### config.mk
export PLATFORM = sky130hd
export DESIGN_NAME = ps2_host_tx
export DESIGN_NICKNAME = d
export VERILOG_FILES = /design/src/rtl/ps2_host_tx.sv
export SDC_FILE = /design/constraint.sdc
export NUM_CORES = 1
export LEC_CHECK = 0
export CORE_ASPECT_RATIO = 2
export CORE_MARGIN = 4
export CORE_UTILIZATION = 45
export CTS_BUF_LIST = sky130_fd_sc_hd__clkbuf_4 sky130_fd_sc_hd__clkbuf_8 sky130_fd_sc_hd__clkbuf_16
export CTS_CLUSTER_SIZE = 28
export DETAILED_ROUTE_END_ITERATION = 6
export PLACE_DENSITY = 0.73
export SKIP_CTS_REPAIR_TIMING = 1
export SLEW_MARGIN = 15
export SYNTH_ARGS = -nofsm -noshare
export SYNTH_HDL_FRONTEND = slang
export SYNTH_SLANG_ARGS = --single-unit
### constraint.sdc
create_clock -name clk_i -period 4.3 [get_ports clk_i]
set_input_delay 0.86 -clock clk_i [delete_from_list [all_inputs] [get_ports clk_i]]
set_output_delay 0.86 -clock clk_i [all_outputs]
set_load 0.01 [all_outputs]
### src/rtl/ps2_host_tx.sv
// ps2_host_tx: host-to-device PS/2 command transmitter.
// Holds the clock low to request a send, then shifts out one byte plus odd
// parity and stop on the device's clock. The device ACK ends the transfer.
// A shared saturating cycle counter times the inhibit and request phases and
// also acts as the no-response timeout. rst_ni is a synchronous active-low reset.
module ps2_host_tx #(
  parameter int INHIBIT_CYCLES = 480,
  parameter int REQUEST_CYCLES = 8,
  parameter int TIMEOUT_CYCLES = 60000,
  parameter int COUNTER_BITS   = 16
) (
  input  logic       clk_i,
  input  logic       rst_ni,
  input  logic [7:0] tx_data_i,
  input  logic       tx_start_i,
  input  logic       ps2_clk_i,
  input  logic       ps2_data_i,
  output logic       ps2_clk_low_o,
  output logic       ps2_data_low_o,
  output logic       busy_o,
  output logic       done_o,
  output logic       error_o
);

  typedef enum logic [2:0] {
    ST_IDLE     = 3'd0,
    ST_INHIBIT  = 3'd1,
    ST_REQUEST  = 3'd2,
    ST_SEND     = 3'd3,
    ST_ACK      = 3'd4,
    ST_WAITIDLE = 3'd5
  } state_e;

  // Comparisons are against "last count" so each phase lasts exactly N cycles.
  localparam logic [COUNTER_BITS-1:0] CNT_ONE      = {{(COUNTER_BITS-1){1'b0}}, 1'b1};
  localparam logic [COUNTER_BITS-1:0] INHIBIT_LAST = COUNTER_BITS'(INHIBIT_CYCLES - 1);
  localparam logic [COUNTER_BITS-1:0] REQUEST_LAST = COUNTER_BITS'(REQUEST_CYCLES - 1);
  localparam logic [COUNTER_BITS-1:0] TIMEOUT_LAST = COUNTER_BITS'(TIMEOUT_CYCLES - 1);

  // Odd parity bit over the data byte.
  function automatic logic odd_parity(input logic [7:0] data);
    return ~^data;
  endfunction

  state_e                  state_q, state_d;
  logic [COUNTER_BITS-1:0] cnt_q, cnt_d, cnt_inc_s;
  logic [9:0]              shift_q, shift_d;
  logic [3:0]              bit_idx_q, bit_idx_d;
  logic                    data_low_q, data_low_d;
  logic                    done_q, done_d;
  logic                    error_q, error_d;
  logic [2:0]              clk_sync_q;   // [0],[1] synchronizer, [2] previous sample
  logic [1:0]              data_sync_q;
  logic                    fall_s, clk_s, data_s, timed_s;

  assign clk_s     = clk_sync_q[1];
  assign data_s    = data_sync_q[1];
  assign fall_s    = clk_sync_q[2] & ~clk_sync_q[1];
  assign cnt_inc_s = (&cnt_q) ? cnt_q : (cnt_q + CNT_ONE);
  assign timed_s   = (state_q == ST_SEND) || (state_q == ST_ACK) || (state_q == ST_WAITIDLE);

  // Synchronize the raw PS/2 lines and keep one extra clock sample for edge detect.
  always_ff @(posedge clk_i) begin
    if (!rst_ni) begin
      clk_sync_q  <= 3'b000;
      data_sync_q <= 2'b00;
    end else begin
      clk_sync_q  <= {clk_sync_q[1:0], ps2_clk_i};
      data_sync_q <= {data_sync_q[0], ps2_data_i};
    end
  end

  // State register and datapath registers, cleared together by reset.
  always_ff @(posedge clk_i) begin
    if (!rst_ni) begin
      state_q    <= ST_IDLE;
      cnt_q      <= '0;
      shift_q    <= 10'd0;
      bit_idx_q  <= 4'd0;
      data_low_q <= 1'b0;
      done_q     <= 1'b0;
      error_q    <= 1'b0;
    end else begin
      state_q    <= state_d;
      cnt_q      <= cnt_d;
      shift_q    <= shift_d;
      bit_idx_q  <= bit_idx_d;
      data_low_q <= data_low_d;
      done_q     <= done_d;
      error_q    <= error_d;
    end
  end

  // Next-state and datapath update; timeout overrides every transfer state.
  always_comb begin
    state_d    = state_q;
    cnt_d      = cnt_inc_s;
    shift_d    = shift_q;
    bit_idx_d  = bit_idx_q;
    data_low_d = data_low_q;
    done_d     = 1'b0;
    error_d    = 1'b0;

    case (state_q)
      ST_IDLE: begin
        cnt_d      = '0;
        data_low_d = 1'b0;
        if (tx_start_i) begin
          state_d   = ST_INHIBIT;
          shift_d   = {1'b1, odd_parity(tx_data_i), tx_data_i};
          bit_idx_d = 4'd0;
        end else begin
          state_d   = ST_IDLE;
        end
      end
      ST_INHIBIT: begin
        if (cnt_q == INHIBIT_LAST) begin
          state_d    = ST_REQUEST;
          cnt_d      = '0;
          data_low_d = 1'b1;          // start bit
        end else begin
          data_low_d = 1'b0;
        end
      end
      ST_REQUEST: begin
        data_low_d = 1'b1;
        if (cnt_q == REQUEST_LAST) begin
          state_d   = ST_SEND;
          cnt_d     = '0;
          bit_idx_d = 4'd0;
        end else begin
          state_d   = ST_REQUEST;
        end
      end
      ST_SEND: begin
        if (fall_s) begin
          data_low_d = ~shift_q[0];   // index 9 is the stop bit, so the line is released
          shift_d    = {1'b0, shift_q[9:1]};
          bit_idx_d  = bit_idx_q + 4'd1;
          if (bit_idx_q == 4'd9) begin
            state_d = ST_ACK;
          end else begin
            state_d = ST_SEND;
          end
        end else begin
          state_d = ST_SEND;
        end
      end
      ST_ACK: begin
        if (fall_s) begin
          data_low_d = 1'b0;
          if (!data_s) begin
            done_d  = 1'b1;
            state_d = ST_WAITIDLE;
          end else begin
            error_d = 1'b1;
            state_d = ST_IDLE;
          end
        end else begin
          state_d = ST_ACK;
        end
      end
      ST_WAITIDLE: begin
        data_low_d = 1'b0;
        if (clk_s && data_s) begin
          state_d = ST_IDLE;
        end else begin
          state_d = ST_WAITIDLE;
        end
      end
      default: begin
        state_d    = ST_IDLE;
        data_low_d = 1'b0;
      end
    endcase

    if (timed_s && (cnt_q == TIMEOUT_LAST)) begin
      state_d    = ST_IDLE;
      data_low_d = 1'b0;
      done_d     = 1'b0;
      error_d    = 1'b1;
    end else begin
      error_d    = error_d;
    end
  end

  // Output decode: clock pull from state, everything else straight from registers.
  always_comb begin
    ps2_clk_low_o  = (state_q == ST_INHIBIT) || (state_q == ST_REQUEST);
    busy_o         = (state_q != ST_IDLE);
    ps2_data_low_o = data_low_q;
    done_o         = done_q;
    error_o        = error_q;
  end

endmodule

==> out/qor.json, run 1 <==
{
  "setup.worst_path.class": "flip-flop to output port",
  "fillCellCount": 507,
  "synth_top_cell_by_area": "dfxtp_1",
  "yosys_warnings": 0,
  "post-route-period-util_pct": 62.84,
  "cts.root.buffer_cell": "clkbuf_8",
  "place.detailed.hpwl_microns": 4125,
  "top_library_cells_by_usage_in_the_layout_fill_and_taps_aside": "dfxtp_1, nand2_1, clkdlybuf4s50_1",
  "pin_count": 18,
  "clock-sinks": 41,
  "grtUsageTotal_pct": 18.10,
  "dieHeight_microns": 110.5,
  "route.detailed.drc": 0,
  "timing.final.hold_violations": 0,
  "maximum_number_of_pins_on_one_net_before_global_route_repair": 22,
  "skew_ns": 0.007365,
  "grt_overflow_total": 0,
  "internal_power_mw": 0.6281,
  "hold_path.class": "flip-flop to flip-flop",
  "multi_input_gate_area_sq_mm": 0.001406,
  "globalplace.congestion": 0.8936,
  "power_density_mw_per_mm2": 309.2,
  "longest_clk_path_bufs": 2,
  "timing_worst_slew_pin_value_ns": 0.7869,
  "crit_path_cell_trace": "xnor2_1 > nor2_1 > clkdlybuf4s50_1",
  "synthesis.area_sq_mm": 0.002365,
  "netSwitchingFraction_pct": 22.68,
  "net-switching-power_mw": 0.1843,
  "first_pass_grt_wire_length_microns": 9363,
  "cts_buffers": 5,
  "ys_seq_area_share_pct": 34.71,
  "clock.fmax_mhz": 370.1,
  "worst-path-stages": 3,
  "final.setup.tns_ns": 0,
  "grt_pass1_vias": 2085,
  "timing.critical_path.fanout_max": 21,
  "synth_top_cell_area_share_pct": 34.71,
  "synth-seq-cells": 41,
  "critPathBufInv": 1,
  "detail_route.first_pass.iterations": 4,
  "status": "finished, final reports clean",
  "report.final.slew_viol_count": 0,
  "die_area_sq_mm": 0.006549,
  "route.detailed.wl_per_inst_microns": 16.11,
  "die-width_microns": 59.26,
  "nets_final": 301,
  "placement.io_buffers": 17,
  "power_frac_seq_pct": 49.7,
  "setup-violations-final": 0,
  "cp_slowest_cell": "dfxtp_1",
  "pwr-share-comb_pct": 9.3,
  "finalCriticalPeriod_ns": 2.702,
  "synthesized_area_divided_by_synthesized_cell_count_sq_um": 8.506,
  "cell_count_after_synthesis": 278,
  "post_drt_via_cell_ratio": 6.247,
  "worstHoldPathCells": 1,
  "count_of_unique_library_cells_instantiated_by_yosys": 54,
  "synthArstFlopShare_pct": 0,
  "post_dp_cell_area_sq_mm": 0.002507,
  "fraction_of_final_layout_cells_with_drive_strength_greater_than_1_pct": 5.594,
  "max_stage_delay_ns": 0.74,
  "synthToLayoutAreaGrowth_pct": 11.11,
  "clk-insertion-delay-late_ns": 0.30,
  "ant_nets": 0,
  "vdd_ir_drop_max_uv": 233.1,
  "final_cell_area_sq_mm": 0.002628,
  "placeableCoreArea_sq_mm": 0.005139,
  "worst_ep_required_time_ns": 3.44,
  "fp-row-count": 37,
  "timing.reg2reg.worst_path_depth": 3,
  "layout.area.seq_sq_um": 820.8,
  "post_synth_main_area_contributors": "dfxtp_1, nand2_1, a311oi_1, mux2i_1, xnor2_1",
  "tritoncts_clock_tree": "done",
  "number_of_flops_mapped_to_enable_cells_by_yosys": 0,
  "detail_route.wirelength_microns": 5541,
  "clk_pin_slew_ns": 0.08,
  "worstSetupStartpointType": "flip-flop",
  "antenna_violations_before_repair": 0,
  "layout.cells.most_common": "dfxtp_1",
  "synth_flop_cell": "dfxtp_1",
  "rsz_0062_raised_after_global_routing": "false",
  "htreeDepth": 2,
  "crit_path_end_kind": "output port",
  "cap_violations": 0,
  "start_util_pct": 46.02,
  "p_leak_nw": 0.8459,
  "worst_slew_margin_rel_pct": 47.06,
  "synthesis.nets": 294,
  "num_vias": 2149,
  "cp_top_family": "flip-flops",
  "cp.arrival_ns": 1.84,
  "power.share.clock_pct": 41.0,
  "antenna-diode-count": 0,
  "drt_iter0_drc": 88
}
## routing by layer
layer,part of all wire (%),track usage [%]
met3,3.7,3.509
met4,2.0,8.321
met2,58,34.48
met1,36,17.04
met5,0,0
## power by group through the flow
| stage | clock network [mW] | registers [mW] | logic, mW |
|---|---|---|---|
| finish | 0.333 | 0.404 | 0.0756 |
| detailed placement | 0 | 0.413 | 0.0759 |
| CTS | 0.341 | 0.404 | 0.0760 |
| global placement | 0 | 0.413 | 0.0737 |
| global route | 0.355 | 0.406 | 0.0830 |
| floorplan | 0 | 0.407 | 0.0573 |
## final timing paths
| kind | from | to | slack (ns) |
|---|---|---|---|
| setup / recovery | state_q[0] | ps2_clk_low_o | 1.60 |
| hold / removal | clk_sync_q[0] | clk_sync_q[1] | 0.44 |
| setup reg to reg | state_q[1] | cnt_q[13] | 2.01 |
| hold reg to reg | clk_sync_q[0] | clk_sync_q[1] | 0.44 |
## sequential cells by signal, summed over array words and instances (netlist names)
name	count
cnt_q	16
shift_q	10
bit_idx_q	4
clk_sync_q	3
state_q	3
data_sync_q	2
done_o	1
error_o	1
ps2_data_low_o	1
## kinds of logic (layout without fill, tap and decap cells)
family,count (synthesis),in the layout,share of synthesized area (%)
mux,7,7,2.963
xor+xnor,10,10,3.704
simple gates,123,123,29.21
fa+ha+maj,3,3,1.587
flops,41,41,34.71
compound gates,68,68,22.01
buf+inv,26,34,5.820
## cell usage after synthesis, drive strengths merged (8+ instances only)
master and number:
nor4 12, inv 8, dfxtp 41, nand3 10
nor2 15, xnor2 8, a21oi 13, nand2 30
a311oi 8, buf 13, o21ai 12
## area by class of cell
class / instances / area share [%]
Clock buffer: 7 / 3.429
Clock inverter: 1 / 1.143
Inverter: 8 / 1.143
Multi-Input combinational cell: 211 / 53.52
Sequential cell: 41 / 31.24
Tap cell: 58 / 2.762
Timing Repair Buffer: 18 / 6.762
## stage by stage
stage | hold WS, ns | power [mW] | setup slack, ns | instances | utilization [%]
2_1_floorplan | 0.4119 | 0.4643 | 2.314 | 278 | -
3_3_place_gp | 0.4141 | 0.4865 | 1.650 | 336 | 48.79
3_5_place_dp | 0.4248 | 0.4885 | 1.576 | 336 | 48.79
4_1_cts | 0.4444 | 0.8204 | 1.581 | 344 | 51.13
5_1_grt | 0.4645 | 0.8441 | 1.492 | 344 | 51.13
6_report | 0.4412 | 0.8124 | 1.598 | 344 | 51.13
Power figures use the tool's default switching activity.
==> inputs of run 2 (changes only) <==
clock period = 2.8 ns   (was 4.3 ns; I/O delays follow)
==> out/qor.json, run 2 (synthesis results as in run 1) <==
{
  "status": "finished, final reports clean",
  "setup.worst_path.class": "flip-flop to output port",
  "globalplace.congestion": {"value": 0.8302, "change": "-7.1%"},
  "finalCriticalPeriod_ns": 2.302,
  "worst_ep_required_time": {"value": 2.24, "unit": "ns", "change": "-1.20 ns"},
  "maximum_number_of_pins_on_one_net_before_global_route_repair": {"value": 19, "change": "-14%"},
  "htreeDepth": {"value": 2, "change": "unchanged"},
  "die-width": {"value": 59.26, "unit": "microns", "change": "unchanged"},
  "tritoncts_clock_tree": "done",
  "die_area": {"value": 0.006549, "unit": "sq mm", "change": "unchanged"},
  "post_drt_via_cell_ratio": {"value": 6.220, "change": "-0.43%"},
  "fraction_of_final_layout_cells_with_drive_strength_greater_than_1": {"value": 7.534, "unit": "%", "change": "+1.9 points"},
  "crit_path_cell_trace": "xnor2_1 > nor2_1 > clkdlybuf4s50_1",
  "largestRegisters": "cnt_q x16, shift_q x10, bit_idx_q x4",
  "pwr-share-comb": {"value": 9.8, "unit": "%", "change": "+0.5 points"},
  "top_library_cells_by_usage_in_the_layout_fill_and_taps_aside": "dfxtp_1, nand2_1, clkdlybuf4s50_1",
  "worst_slew_margin_rel": {"value": 52.31, "unit": "%", "change": "+5.2 points"},
  "longest_clk_path_bufs": {"value": 2, "change": "unchanged"},
  "clock.fmax_mhz": 434.4,
  "clk-insertion-delay-late": {"value": 0.30, "unit": "ns", "change": "about the same"},
  "rsz_0062_raised_after_global_routing": "false",
  "netSwitchingFraction": {"value": 22.77, "unit": "%", "change": "+0.086 points"},
  "timing.final.hold_violations": {"value": 0, "change": "unchanged"},
  "multi_input_gate_area": {"value": 0.001406, "unit": "sq mm", "change": "unchanged"},
  "start_util": {"value": 46.02, "unit": "%", "change": "unchanged"},
  "report.final.slew_viol_count": {"value": 0, "change": "unchanged"},
  "timing_worst_slew_pin_value": {"value": 0.7095, "unit": "ns", "change": "-0.07736 ns"},
  "place.detailed.hpwl": {"value": 4347, "unit": "microns", "change": "+5.4%"},
  "placement.io_buffers": {"value": 17, "change": "unchanged"},
  "nets_final": {"value": 307, "change": "+2.0%"},
  "power_density": {"value": 468.5, "unit": "mW/mm^2", "change": "+52%"},
  "placeableCoreArea": {"value": 0.005139, "unit": "sq mm", "change": "unchanged"},
  "cts.root.buffer_cell": "clkbuf_8",
  "grt_overflow_total": {"value": 0, "change": "unchanged"},
  "net-switching-power": {"value": 0.2851, "unit": "mW", "change": "+55%"},
  "cp_slowest_cell": "dfxtp_1",
  "rrSetupSlack": {"value": 0.63, "unit": "ns", "change": "-1.38 ns"},
  "clock-sinks": {"value": 41, "change": "unchanged"},
  "route.detailed.drc": {"value": 0, "change": "unchanged"},
  "power_frac_seq": {"value": 49.3, "unit": "%", "change": "-0.4 points"},
  "power.share.clock": {"value": 40.9, "unit": "%", "change": "about the same"},
  "flip_flop_count_of_the_largest_register_all_copies_and_words_added": {"value": 16, "change": "unchanged"},
  "worstSetupStartpointType": "flip-flop",
  "skew": {"value": 0.006471, "unit": "ns", "change": "-0.0008938 ns"},
  "internal_power": {"value": 0.9670, "unit": "mW", "change": "+54%"},
  "layout.cells.most_common": "dfxtp_1",
  "top_register": "cnt_q",
  "cts_buffers": {"value": 5, "change": "unchanged"},
  "clk_pin_slew": {"value": 0.08, "unit": "ns", "change": "about the same"},
  "fp-row-count": {"value": 37, "change": "unchanged"},
  "worstHoldPathCells": {"value": 1, "change": "unchanged"},
  "power.total": {"value": 1.252, "unit": "mW", "change": "+54%"},
  "grtUsageTotal": {"value": 18.56, "unit": "%", "change": "+0.46 points"},
  "synthToLayoutAreaGrowth_pct": 13.02,
  "vdd_ir_drop_max": {"value": 354.9, "unit": "uV", "change": "+52%"},
  "layout.area.seq": {"value": 820.8, "unit": "sq um", "change": "unchanged"},
  "rr_startpoint": "state_q[1]",
  "worst_r2r_endpoint": "state_q[0]",
  "worst_hold_path.endpoint": "data_sync_q[1]",
  "timing.reg2reg.worst_path_depth": {"value": 4, "change": "+1"},
  "critPathBufInv": {"value": 1, "change": "unchanged"},
  "num_vias": {"value": 2177, "change": "+1.3%"},
  "first_pass_grt_wire_length": {"value": 9535, "unit": "microns", "change": "+1.8%"},
  "cp_top_family": "flip-flops",
  "detail_route.wirelength": {"value": 5684, "unit": "microns", "change": "+2.6%"},
  "final.setup.tns": {"value": 0, "unit": "ns", "change": "unchanged"},
  "ant_nets": {"value": 0, "change": "unchanged"},
  "fillCellCount": {"value": 490, "change": "-3.4%"},
  "detail_route.first_pass.iterations": {"value": 5, "change": "+1"},
  "max_stage_delay": {"value": 0.68, "unit": "ns", "change": "-0.06 ns"},
  "cp.arrival": {"value": 1.74, "unit": "ns", "change": "-0.10 ns"},
  "antenna-diode-count": {"value": 0, "change": "unchanged"},
  "grt_pass1_vias": {"value": 2136, "change": "+2.4%"},
  "pin_count": {"value": 18, "change": "unchanged"},
  "hold_path.class": "flip-flop to flip-flop",
  "crit_path_end_kind": "output port",
  "post_dp_cell_area": {"value": 0.002552, "unit": "sq mm", "change": "+1.8%"},
  "hold_path.startpoint": "data_sync_q[0]",
  "final_cell_area": {"value": 0.002673, "unit": "sq mm", "change": "+1.7%"},
  "cap_violations": {"value": 0, "change": "unchanged"},
  "timing.critical_path.fanout_max": {"value": 17, "change": "-19%"},
  "dieHeight": {"value": 110.5, "unit": "microns", "change": "unchanged"},
  "setup-violations-final": {"value": 0, "change": "unchanged"},
  "post-route-period-util_pct": 82.21,
  "drt_iter0_drc": {"value": 65, "change": "-26%"},
  "antenna_violations_before_repair": {"value": 0, "change": "unchanged"},
  "p_leak": {"value": 0.8751, "unit": "nW", "change": "+3.4%"},
  "route.detailed.wl_per_inst": {"value": 16.24, "unit": "microns", "change": "+0.82%"}
}
==> run 2: cell types whose count changed in the layout (fill, tap and decap cells not counted) <==
cell,change
buf_4,+6
==> run 2: worst max-delay path by stage <==
stage / startpoint / endpoint / slack, ns / cells past startpoint
floorplan: cnt_q[0] / done_o / 1.03 / 5
global placement: tx_start_i / shift_q[8] / 0.46 / 5
detailed placement: tx_start_i / shift_q[1] / 0.41 / 5
CTS: state_q[1] / ps2_clk_low_o / 0.50 / 3
global route: state_q[1] / ps2_clk_low_o / 0.42 / 3
finish: state_q[1] / ps2_clk_low_o / 0.50 / 3
==> run 2: layer usage <==
layer / part of all wire [%] / track usage (%)
met5: 0 / 0
met4: 4.3 / 12.56
met3: 2.3 / 3.158
met2: 58 / 34.11
met1: 36 / 17.04
==> run 2: power groups by stage <==
stage                     Clock, mW  Combinational, mW  Sequential, mW
final                         0.512              0.123           0.618
after global routing          0.545              0.135           0.621
after CTS                     0.522              0.124           0.618
after detailed placement          0              0.123           0.631
after global placement            0              0.120           0.630
after floorplan                   0             0.0880           0.625
==> run 2: cell type report <==
| class | count | share of cell area, % |
|---|---|---|
| Multi-Input combinational cell | 211 | 52.62 |
| Sequential cell | 41 | 30.71 |
| Timing Repair Buffer | 24 | 8.333 |
| Clock buffer | 7 | 3.371 |
| Tap cell | 58 | 2.715 |
| Clock inverter | 1 | 1.124 |
| Inverter | 8 | 1.124 |
==> run 2: through the flow <==
stage                     utilization, %  worst slack, ns  instances  hold WS [ns]
after floorplan                        -            1.026        278        0.4119
after global placement             49.67           0.4607        342        0.4139
after detailed placement           49.67           0.4079        342        0.4286
after CTS                          52.01           0.5047        350        0.4489
after global routing               52.01           0.4155        350        0.4711
final                              52.01           0.4982        350        0.4414
==> inputs of run 3 (changes only) <==
clock period = 2.4 ns   (was 2.8 ns; I/O delays follow)
==> out/qor.json, run 3 (synthesis results as in run 1) <==
{
  "grt_overflow_total": {"value": 0, "change": "unchanged"},
  "internal_power": {"value": 1.091, "unit": "mW", "change": "+13%"},
  "setup-violations-final": {"value": 0, "change": "unchanged"},
  "clock-sinks": {"value": 41, "change": "unchanged"},
  "num_vias": {"value": 2223, "change": "+2.1%"},
  "detail_route.first_pass.iterations": {"value": 4, "change": "-1"},
  "hold_path.class": "flip-flop to flip-flop",
  "top_register": "cnt_q",
  "placement.io_buffers": {"value": 17, "change": "unchanged"},
  "antenna-diode-count": {"value": 0, "change": "unchanged"},
  "clk-insertion-delay-late": {"value": 0.31, "unit": "ns", "change": "about the same"},
  "die-width": {"value": 59.26, "unit": "microns", "change": "unchanged"},
  "worst_ep_required_time": {"value": 1.92, "unit": "ns", "change": "-0.32 ns"},
  "longest_clk_path_bufs": {"value": 2, "change": "unchanged"},
  "report.final.slew_viol_count": {"value": 0, "change": "unchanged"},
  "rsz_0062_raised_after_global_routing": "false",
  "post-route-period-util_pct": 93.13,
  "globalplace.congestion": {"value": 0.8580, "change": "+3.3%"},
  "timing_worst_slew_pin_value": {"value": 0.6849, "unit": "ns", "change": "-0.02460 ns"},
  "rrSetupSlack": {"value": 0.36, "unit": "ns", "change": "-0.27 ns"},
  "place.detailed.hpwl": {"value": 4412, "unit": "microns", "change": "+1.5%"},
  "fraction_of_final_layout_cells_with_drive_strength_greater_than_1": {"value": 9.396, "unit": "%", "change": "+1.9 points"},
  "cp.arrival": {"value": 1.76, "unit": "ns", "change": "+0.02 ns"},
  "flip_flop_count_of_the_largest_register_all_copies_and_words_added": {"value": 16, "change": "unchanged"},
  "pwr-share-comb": {"value": 10.0, "unit": "%", "change": "+0.2 points"},
  "htreeDepth": {"value": 2, "change": "unchanged"},
  "grtUsageTotal": {"value": 19.04, "unit": "%", "change": "+0.48 points"},
  "cts.root.buffer_cell": "clkbuf_8",
  "die_area": {"value": 0.006549, "unit": "sq mm", "change": "unchanged"},
  "post_drt_via_cell_ratio": {"value": 6.244, "change": "+0.39%"},
  "hold_path.startpoint": "clk_sync_q[0]",
  "pin_count": {"value": 18, "change": "unchanged"},
  "nets_final": {"value": 313, "change": "+2.0%"},
  "clk_pin_slew": {"value": 0.09, "unit": "ns", "change": "about the same"},
  "drt_iter0_drc": {"value": 75, "change": "+15%"},
  "worstSetupStartpointType": "flip-flop",
  "worst_setup_path_startpoint": "state_q[1]",
  "cap_violations": {"value": 0, "change": "unchanged"},
  "route.detailed.wl_per_inst": {"value": 16.07, "unit": "microns", "change": "-1.0%"},
  "vdd_ir_drop_max": {"value": 499.8, "unit": "uV", "change": "+41%"},
  "power_density": {"value": 532.0, "unit": "mW/mm^2", "change": "+14%"},
  "detail_route.wirelength": {"value": 5721, "unit": "microns", "change": "+0.65%"},
  "top_library_cells_by_usage_in_the_layout_fill_and_taps_aside": "dfxtp_1, nand2_1, clkdlybuf4s50_1",
  "timing.critical_path.fanout_max": {"value": 17, "change": "unchanged"},
  "final.hold.worst_slack": {"value": 0.4423, "unit": "ns", "change": "+0.0008530 ns"},
  "power.share.clock": {"value": 40.0, "unit": "%", "change": "-0.9 points"},
  "route.detailed.drc": {"value": 0, "change": "unchanged"},
  "rr_startpoint": "cnt_q[0]",
  "first_pass_grt_wire_length": {"value": 9756, "unit": "microns", "change": "+2.3%"},
  "power_frac_seq": {"value": 50.0, "unit": "%", "change": "+0.7 points"},
  "start_util": {"value": 46.02, "unit": "%", "change": "unchanged"},
  "grt_pass1_vias": {"value": 2250, "change": "+5.3%"},
  "final.setup.tns": {"value": 0, "unit": "ns", "change": "unchanged"},
  "timing.final.hold_violations": {"value": 0, "change": "unchanged"},
  "netSwitchingFraction": {"value": 24.41, "unit": "%", "change": "+1.6 points"},
  "fillCellCount": {"value": 494, "change": "+0.82%"},
  "clock.fmax_mhz": 447.4,
  "crit_path_end_kind": "output port",
  "cts_buffers": {"value": 5, "change": "unchanged"},
  "placeableCoreArea": {"value": 0.005139, "unit": "sq mm", "change": "unchanged"},
  "net-switching-power": {"value": 0.3522, "unit": "mW", "change": "+24%"},
  "skew": {"value": 0.008549, "unit": "ns", "change": "+0.002078 ns"},
  "layout.cells.most_common": "dfxtp_1",
  "finalCriticalPeriod_ns": 2.235,
  "dieHeight": {"value": 110.5, "unit": "microns", "change": "unchanged"},
  "setup.worst_path.class": "flip-flop to output port",
  "p_leak": {"value": 0.8961, "unit": "nW", "change": "+2.4%"},
  "largestRegisters": "cnt_q x16, shift_q x10, bit_idx_q x4",
  "tritoncts_clock_tree": "done",
  "synthToLayoutAreaGrowth_pct": 14.71,
  "ant_nets": {"value": 0, "change": "unchanged"},
  "layout.area.seq": {"value": 820.8, "unit": "sq um", "change": "unchanged"},
  "antenna_violations_before_repair": {"value": 0, "change": "unchanged"},
  "maximum_number_of_pins_on_one_net_before_global_route_repair": {"value": 18, "change": "-1"},
  "worst_slew_margin_rel": {"value": 53.92, "unit": "%", "change": "+1.6 points"},
  "status": "finished, final reports clean",
  "fp-row-count": {"value": 37, "change": "unchanged"},
  "multi_input_gate_area": {"value": 0.001406, "unit": "sq mm", "change": "unchanged"}
}
==> run 3: cell types whose count changed in the layout (fill, tap and decap cells not counted) <==
cell	delta
clkbuf_4	-1
clkbuf_8	-1
clkinvlp_4	+1
clkinv_4	+1
buf_4	+6
==> run 3: worst max-delay path, cell delays in order (launching register included) <==
cell and delay (ns):
dfxtp_1 0.68, xnor2_1 0.13, nor2_1 0.10, clkdlybuf4s50_1 0.54
==> run 3: routing by layer <==
metal	GRT usage (%)	share of wire [%]	up-vias
met2	34.99	57	53
met1	16.62	34	1052
met3	3.509	2.8	27
met4	14.37	6.0	0
li1	-	-	1091
met5	0	0	-
==> run 3: path summary, 6_finish.rpt <==
check,end,depth (start not counted)
setup / recovery,ps2_clk_low_o,3
hold / removal,clk_sync_q[1],1
setup reg to reg,cnt_q[13],5
hold reg to reg,clk_sync_q[1],1
==> run 3: cell type report <==
| class | instances | area share [%] |
|---|---|---|
| clock buffer | 5 | 2.537 |
| clock inverter | 3 | 1.707 |
| inverter | 8 | 1.107 |
| multi-input combinational | 211 | 51.85 |
| sequential | 41 | 30.26 |
| tap | 58 | 2.675 |
| timing repair buffer | 30 | 9.871 |
==> run 3: power by group through the flow <==
stage                     clock network [mW]  logic [mW]  registers [mW]
after CTS                              0.593       0.146           0.721
after global routing                   0.612       0.159           0.724
final                                  0.578       0.144           0.721
after floorplan                            0       0.103           0.729
after detailed placement                   0       0.145           0.737
after global placement                     0       0.142           0.737
==> run 3: per-stage QoR <==
| stage | area (sq um) | cells | power, mW | utilization (%) | worst slack [ns] |
|---|---|---|---|---|---|
| after floorplan | 2365 | 278 | 0.8320 | - | 0.6259 |
| after global placement | 2597 | 348 | 0.8790 | 50.55 | 0.2867 |
| after detailed placement | 2597 | 348 | 0.8823 | 50.55 | 0.2230 |
| after CTS | 2713 | 356 | 1.460 | 52.79 | 0.1387 |
| after global routing | 2713 | 356 | 1.495 | 52.79 | 0.04533 |
| final | 2713 | 356 | 1.443 | 52.79 | 0.1648 |
